==> src/rtl/dt1_pkg.sv <==
// Shared types and constants for the dt1 register-file writeback path.
package dt1_pkg;

    localparam int REG_AW = 5;
    localparam int XLEN_DEF = 32;
    localparam logic [REG_AW-1:0] REG_ZERO = 5'd0;

    typedef enum logic {
        ARB_NORMAL,
        ARB_FORCE
    } arb_state_e;

endpackage

==> src/rtl/dt1_starve_ctr.sv <==
// Saturating count of consecutive blocked cycles on the
// long-latency writeback port, with the force threshold.
module dt1_starve_ctr #(
    parameter int MAX_WAIT = 4
) (
    input  logic clk,
    input  logic rst,
    input  logic clr,
    input  logic blk,
    output logic hit
);

    localparam int CW = $clog2(MAX_WAIT + 1);
    localparam logic [CW-1:0] THR = CW'(MAX_WAIT - 1);
    localparam logic [CW-1:0] SAT = CW'(MAX_WAIT);

    logic [CW-1:0] cnt;

    always_ff @(posedge clk or posedge rst) begin
        if (rst) begin
            cnt <= '0;
        end else if (clr || !blk) begin
            cnt <= '0;
        end else if (cnt != SAT) begin
            cnt <= cnt + 1'b1;
        end
    end

    assign hit = blk && (cnt == THR);

endmodule

==> src/rtl/dt1_rf_wb_arbiter.sv <==
// Two-port writeback arbiter for the register file write port:
// fixed priority to the pipeline, forced grant for a starved port 1.
module dt1_rf_wb_arbiter
    import dt1_pkg::*;
#(
    parameter int XLEN     = XLEN_DEF,
    parameter int MAX_WAIT = 4
) (
    input  logic              clk,
    input  logic              rst,
    input  logic              flush,
    input  logic              v0,
    output logic              rdy0,
    input  logic [REG_AW-1:0] a0,
    input  logic [XLEN-1:0]   d0,
    input  logic              v1,
    output logic              rdy1,
    input  logic [REG_AW-1:0] a1w,
    input  logic [XLEN-1:0]   d1,
    output logic              we3,
    output logic [REG_AW-1:0] a3,
    output logic [XLEN-1:0]   wd3,
    output logic              starved
);

    arb_state_e state;
    logic t0;
    logic t1;
    logic blk1;
    logic hit;

    assign rdy0 = !rst && !flush && (state == ARB_NORMAL);
    assign rdy1 = !rst && !flush && ((state == ARB_FORCE) || !v0);
    assign t0 = v0 && rdy0;
    assign t1 = v1 && rdy1;
    assign blk1 = v1 && !rdy1;
    assign starved = (state == ARB_FORCE);

    dt1_starve_ctr #(
        .MAX_WAIT(MAX_WAIT)
    ) u_ctr (
        .clk(clk),
        .rst(rst),
        .clr(flush),
        .blk(blk1),
        .hit(hit)
    );

    always_ff @(posedge clk or posedge rst) begin
        if (rst) begin
            state <= ARB_NORMAL;
        end else if (flush) begin
            state <= ARB_NORMAL;
        end else begin
            unique case (state)
                ARB_NORMAL: if (hit) state <= ARB_FORCE;
                ARB_FORCE: if (t1 || !v1) state <= ARB_NORMAL;
                default: state <= ARB_NORMAL;
            endcase
        end
    end

    // x0 requests complete the handshake but never raise we3
    always_ff @(posedge clk or posedge rst) begin
        if (rst) begin
            we3 <= 1'b0;
            a3  <= REG_ZERO;
            wd3 <= '0;
        end else begin
            unique case (1'b1)
                t0: begin
                    we3 <= (a0 != REG_ZERO);
                    a3  <= a0;
                    wd3 <= d0;
                end
                t1: begin
                    we3 <= (a1w != REG_ZERO);
                    a3  <= a1w;
                    wd3 <= d1;
                end
                default: we3 <= 1'b0;
            endcase
        end
    end

endmodule
==> config.mk <==
export PLATFORM = sky130hd
export DESIGN_NAME = dt1_rf_wb_arbiter
export DESIGN_NICKNAME = d
export VERILOG_FILES = /design/src/rtl/dt1_pkg.sv /design/src/rtl/dt1_starve_ctr.sv /design/src/rtl/dt1_rf_wb_arbiter.sv
export SDC_FILE = /design/constraint.sdc
export NUM_CORES = 1
export LEC_CHECK = 0
export BUFFER_PORTS_ARGS = -buffer_cell sky130_fd_sc_hd__buf_2
export CORE_ASPECT_RATIO = 0.6
export CORE_UTILIZATION = 42
export CTS_BUF_LIST = sky130_fd_sc_hd__clkbuf_4 sky130_fd_sc_hd__clkbuf_8
export DETAILED_ROUTE_END_ITERATION = 6
export GPL_TIMING_DRIVEN = 0
export HOLD_SLACK_MARGIN = 0.15
export PLACE_DENSITY_LB_ADDON = 0.3
export SYNTH_ARGS = -nofsm -noshare
export SYNTH_HDL_FRONTEND = slang
export SYNTH_HIERARCHICAL = 1
export SYNTH_SLANG_ARGS = --single-unit
export TNS_END_PERCENT = 10
==> constraint.sdc <==
create_clock -name clk -period 1.31 [get_ports clk]
set_input_delay 0.0655 -clock clk [delete_from_list [all_inputs] [get_ports clk]]
set_output_delay 0.0655 -clock clk [all_outputs]
set_load 0.01 [all_outputs]
## Word level (Yosys, flattened, before mapping)

Index checks and enable logic that the tools add are counted.

| storage, ports and cells | value |
|---|---|
| word-level logic and storage cells | 38 |
| flip-flop bits (word level) | 42 |
| output and inout bits | 41 |
| bits of input ports | 79 |

| cells by class | value |
|---|---|
| reduce and logical (&&, ||, !) cells | 20 |
| bitwise operators | 1 |
| $add $sub $neg | 1 |
| equal/unequal tests | 2 |
| mux-type cells | 9 |

Operators by type and width:

| cell | number |
|---|---|
| $pmux W32 S2 | 1 |
| $pmux W5 S2 | 1 |
| $reduce_bool A5 Y1 | 2 |
| $logic_and A1 B1 Y1 | 7 |
| $logic_not A1 Y1 | 6 |
| $mux W3 | 2 |
| $pmux W1 S2 | 2 |
| $reduce_bool A2 Y1 | 2 |
| $add A3 B1 Y3 const B | 1 |
| $eq A3 B2 Y1 const B | 1 |
| $logic_or A1 B1 Y1 | 3 |
| $mux W1 | 3 |
| $ne A3 B3 Y1 const B | 1 |
| $not A1 Y1 | 1 |

## Depth between registers and ports, before layout

| logic depth | value |
|---|---|
| word-level depth | 9 |
| depth in mapped cells | 7 |
| gate-level depth less buffers | 6 |

## By module

Netlist, hierarchy kept.

Modules (own cells, without submodules):

| module | times used | seq. area each (um^2) | cells each | area each (um^2) |
|---|---|---|---|---|
| dt1_rf_wb_arbiter | 1 | 975.9 | 192 | 2149.6 |
| dt1_starve_ctr | 1 | 75.1 | 20 | 190.2 |

## Worst setup path after synthesis

OpenSTA, ideal clock, no wires.

| path | value |
|---|---|
| path type | register -> register |
| start point | register state (netlist: starved) |
| end point | register wd3[2] |
| setup slack | -9 ps |
| data required time | 1182 ps |
| period minus slack after synthesis | 1319 ps |
| library setup time | 128 ps |
| arrival | 1191 ps |
| path buffers | 2 |
| stages on the path, launching flop included | 6 |
| cells stage by stage | dfrtp_1 nand2b_1 buf_4 buf_2 a31oi_1 o2bb2ai_2 |

| between the ends | value |
|---|---|
| cells in the longest elaborated chain, start to end | 4 |
| elaborated cells between the ends (all ways) | 8 |
| those cells by class | mux (1); bitwise (1); reduce/logical (6) |

Ends and longest elaborated chain:

| element | RTL line | text |
|---|---|---|
| from (decl) | dt1_rf_wb_arbiter.sv:26 | `arb_state_e state;` |
| from (signal assigned) | dt1_rf_wb_arbiter.sv:51 | `state <= ARB_NORMAL;` |
| from (signal assigned) | dt1_rf_wb_arbiter.sv:53 | `state <= ARB_NORMAL;` |
| from (signal assigned) | dt1_rf_wb_arbiter.sv:56 | `ARB_NORMAL: if (hit) state <= ARB_FORCE;` |
| $logic_or A1 B1 Y1 / $not A1 Y1 (equally long branches) | dt1_rf_wb_arbiter.sv:33, dt1_rf_wb_arbiter.sv:32 |  |
| $logic_and A1 B1 Y1 (on tied branches) | dt1_rf_wb_arbiter.sv:33, dt1_rf_wb_arbiter.sv:32 |  |
| $logic_and A1 B1 Y1 (on tied branches) | dt1_rf_wb_arbiter.sv:35, dt1_rf_wb_arbiter.sv:34 |  |
| $pmux W32 S2 / $reduce_bool A2 Y1 (equally long branches) | -- |  |
| to (signal assigned) | dt1_rf_wb_arbiter.sv:68 | `wd3 <= '0;` |
| to (signal assigned) | dt1_rf_wb_arbiter.sv:74 | `wd3 <= d0;` |
| to (signal assigned) | dt1_rf_wb_arbiter.sv:79 | `wd3 <= d1;` |
| to (decl) | dt1_rf_wb_arbiter.sv:22 | `output logic [XLEN-1:0] wd3,` |

Parallel ways exist; a longest one is shown, timed or not.
A chain may end at the register's enable or synchronous reset.

## Final worst setup path

| path | value |
|---|---|
| start point | register state (netlist: starved) |
| end point | register wd3[7] |

Same word-level chain as after synthesis.

==> summary.txt <==
Clock network
  • Clock Path Buffers: 2
  • Cts bufs inserted: 5
  • Sink Count: 42
  • H-Tree Depth: 2
  • Worst skew pair latency: ~0.29 ns
  • Buffer cell driving the clock tree root: clkbuf_8
  • Clock transition time at the flip-flop clock pins of the worst setup and hold paths: around 0.080 ns
  • Clock tree from TritonCTS: done

Die
  • FP Rows: 20
  • Starting density of the core: around 45%
  • Horizontal die dimension: approximately 100 um
  • Core ar.: 0.00520 sq mm
  • DIE AREA: between 0.005 and 0.006 sq mm
  • Chip height: around 60 um
  • Top-Level Pins: 120

Layout
  • ANT cells: 0
  • Layout-stage area growth over the synthesis result: 72.4%
  • Post-layout nets: 463
  • Final core utilization: between 70% and 80%
  • Layout cell share with drive strength beyond 1: approximately half
  • Post-route design area: 0.00403 sq mm

Run status
  • Violations in the final reports: design-rule violations, negative setup slack
  • Result of the run: finished, violations left

Placement
  • Setup slack at placement: -0.152 ns
  • Number of buffers inserted by port buffering: 118
  • Placer congestion estimate: around 0.8
  • Cell Area, Placed: ~0.0030 sq mm
  • Placed wire-length estimate after detailed placement: between 4 and 5 mm

STA
  • Final hold slack: between 0.15 and 0.2 ns
  • Final worst path period share: 104%
  • Worst-case headroom to the max-slew limit: between 30 and 40%
  • Clock skew: 0.00523 ns
  • Max-slew violation count: 0
  • Final-report hold violation count: 0
  • Final min period: 1.36 ns
  • Setup repair after global routing missed its margin: yes
  • Maximum clock frequency: approximately 740 MHz
  • Final worst-path setup slack: -0.0482 ns
  • Setup-failing EPs final: 18
  • Slew of the pin with the lowest slew margin: 1.01 ns

Synthesis
  • Post-synth EDFFs: 0
  • Number of instances in the synthesized netlist: around 210
  • Yosys warns: 6
  • Top flip-flop cell by instance count after synthesis: dfrtp_1
  • Average footprint of a synthesized cell: roughly 11 sq um
  • Proportion of synthesized chip area in sequential cells: 44.9%
  • Yosys reg bits: 42
  • Netlist area before placement: between 0.002 and 0.0025 sq mm
  • Number of distinct library cells after synthesis: 27
  • Net count after synthesis: 294
  • Fraction of registers with async set/reset: 100%

Power
  • Leakage power summed over all cells: ~1.9 nW
  • PwrDens: about 940 mW/mm^2
  • Post-layout power: 3.81 mW
  • Maximum vdd ir drop: between 0.4 and 0.5 mV

Critical path
  • Slowest CP cell: dfrtp_2
  • CP startpoint kind: flip-flop
  • Cell-by-cell trace of the critical path: nand2b_4, buf_12, buf_12, a31oi_4, o2bb2ai_1
  • Dominant cell type by count on the critical path: buf_12
  • Required time of the critical path: between 1 and 1.5 ns
  • Buf+Inv Stages, Crit Path: 2
  • Depth of the critical timing path with buffers and inverters included: 5
  • Largest stage delay on the critical path: between 0.4 and 0.5 ns
  • CP top delay family: flip-flops
  • Biggest fanout along the worst timing path: 10
  • Arrival time at the worst endpoint: 1.51 ns
  • Length in cells of the worst reg-to-reg path: 5
  • Setup crit end kind: flip-flop
  • Classification of the worst setup path: reg -> reg

Routing
  • Total Wirelength: slightly above 8 mm
  • WL per Instance: roughly 18 um
  • Detailed router's first-iteration violation count: 94
  • TritonRoute pass-1 iters: 7
  • Vias per inst: approximately 5.6
  • Antenna viol nets, final: 0
  • Final routed DRC violation total: 9
  • DR vias: around 2,500

Hold path
  • Worst hold path stage count: 4
  • Worst min-delay path class: in -> reg

GRT
  • Maximum number of pins on one net before global-route repair: 40
  • Antenna violations before repair: 0
  • Overflow left after global routing: 0
  • Overall routing resource usage: between 20% and 30%
  • Number of global-route vias before repair: 2,350
  • First-pass GRT wire length: around 11 mm

Flow run
  • Number of max-cap violations: 0
[layout make-up]
| cell class | count | area [sq um] |
|---|---|---|
| repair buffers | 162 | 1060 |
| fillers | 334 | 1170 |
| inverters | 5 | 18.8 |
| clock inverters | 3 | 40.0 |
| multi-input cells | 139 | 1510 |
| well taps | 66 | 82.6 |
| flip-flops and latches | 42 | 1050 |
| clock buffers | 5 | 68.8 |
| plain buffers | 26 | 204 |
[per-layer routing]
| metal | GRT usage, % | routed length [um] | vias up |
|---|---|---|---|
| met3 | 5.50 | 520 | 12 |
| met4 | 6.18 | 115 | 0 |
| met1 | 31.9 | 3510 | 1198 |
| li1 | - | - | 1163 |
| met2 | 43.3 | 4130 | 119 |
| met5 | 0 | 0 | - |
[metrics by stage]
stage	instances	setup TNS [ns]
final	448	-0.424
after CTS	444	-0.0700
after floorplan	212	0
after global placement	396	-9.78
after detailed placement	396	-3.03
after global routing	448	-1.51
[power breakdown]
group          switching (mW)  internal [mW]
Sequential              0.134           1.48
Clock                   0.424          0.561
Combinational           0.574          0.635
Total                    1.13           2.68
[path summary, 6_finish.rpt]
path | from | to | slack (ns)
worst max-delay path | starved | wd3[7] | -0.05
worst min-delay path | d0[13] | wd3[13] | 0.19
worst max register to register | starved | wd3[7] | -0.05
worst min register to register | wd3[6] | wd3[6] | 0.49
max in group asynchronous | rst | starved | 0.20
min in group asynchronous | rst | u_ctr/cnt[2] | 0.28
[cells in the final DEF (no fill, tap or decap), types with 2 or more instances in the layout]
| master | netlist | layout |
|---|---|---|
| nand3_1 | 3 | 3 |
| clkbuf_8 | 0 | 5 |
| clkbuf_2 | 1 | 2 |
| a31oi_1 | 37 | 16 |
| ha_1 | 3 | 3 |
| nor2_1 | 2 | 2 |
| and3b_1 | 37 | 37 |
| dlygate4sd3_1 | 0 | 40 |
| clkbuf_1 | 15 | 9 |
| inv_1 | 5 | 4 |
| buf_12 | 0 | 3 |
| a31oi_4 | 0 | 19 |
| o2bb2ai_1 | 27 | 17 |
| or4_1 | 2 | 2 |
| o2bb2ai_2 | 10 | 20 |
| clkbuf_16 | 0 | 2 |
| buf_8 | 0 | 2 |
| clkinv_2 | 0 | 2 |
| a21oi_1 | 4 | 4 |
| a31oi_2 | 0 | 2 |
| buf_6 | 4 | 3 |
| nand2b_1 | 3 | 2 |
| buf_2 | 5 | 124 |
| dfrtp_1 | 42 | 41 |
[synthesized netlist by cell type, drive strengths merged (2+ instances only)]
master,count,area [sq um]
a21oi,5,28.8
a31oi,37,231
and3b,37,324
buf,10,77.6
clkbuf,16,61.3
dfrtp,42,1050
ha,3,37.5
inv,5,18.8
nand2b,3,18.8
nand3,3,15.0
nor2,2,7.51
nor2b,2,12.5
o2bb2ai,37,387
or4,2,15.0
[cells by family (layout without fill, tap and decap cells)]
kind of cell | Yosys count | count (layout) | share of synthesized area (%)
AOI/OAI and AO/OA | 84 | 84 | 29.3
adders and majority gates | 3 | 3 | 1.60
buffers and inverters | 31 | 201 | 6.74
DFF | 42 | 42 | 44.9
and+or+nand+nor | 52 | 52 | 17.5
[what timing repair did]
item,4_1_cts,5_1_grt
pin swaps,3,27
hold endpoints to repair,84,0
hold buffers,40,0
endpoints found under the setup margin,44,38
buffers inserted,0,2
cloned,0,2
gates resized for setup,15,50
[registers in the layout, indices dropped and copies added, names as in the netlist]
| signal | count |
|---|---|
| starved | 1 |
| we3 | 1 |
| a3 | 5 |
| u_ctr/cnt | 3 |
| wd3 | 32 |
[worst min-delay path, cell delays in order]
cell	delay, ns
buf_2	0.08
and3b_1	0.14
a31oi_1	0.04
o2bb2ai_1	0.11
No activity file was read; power rests on OpenSTA's default activity.
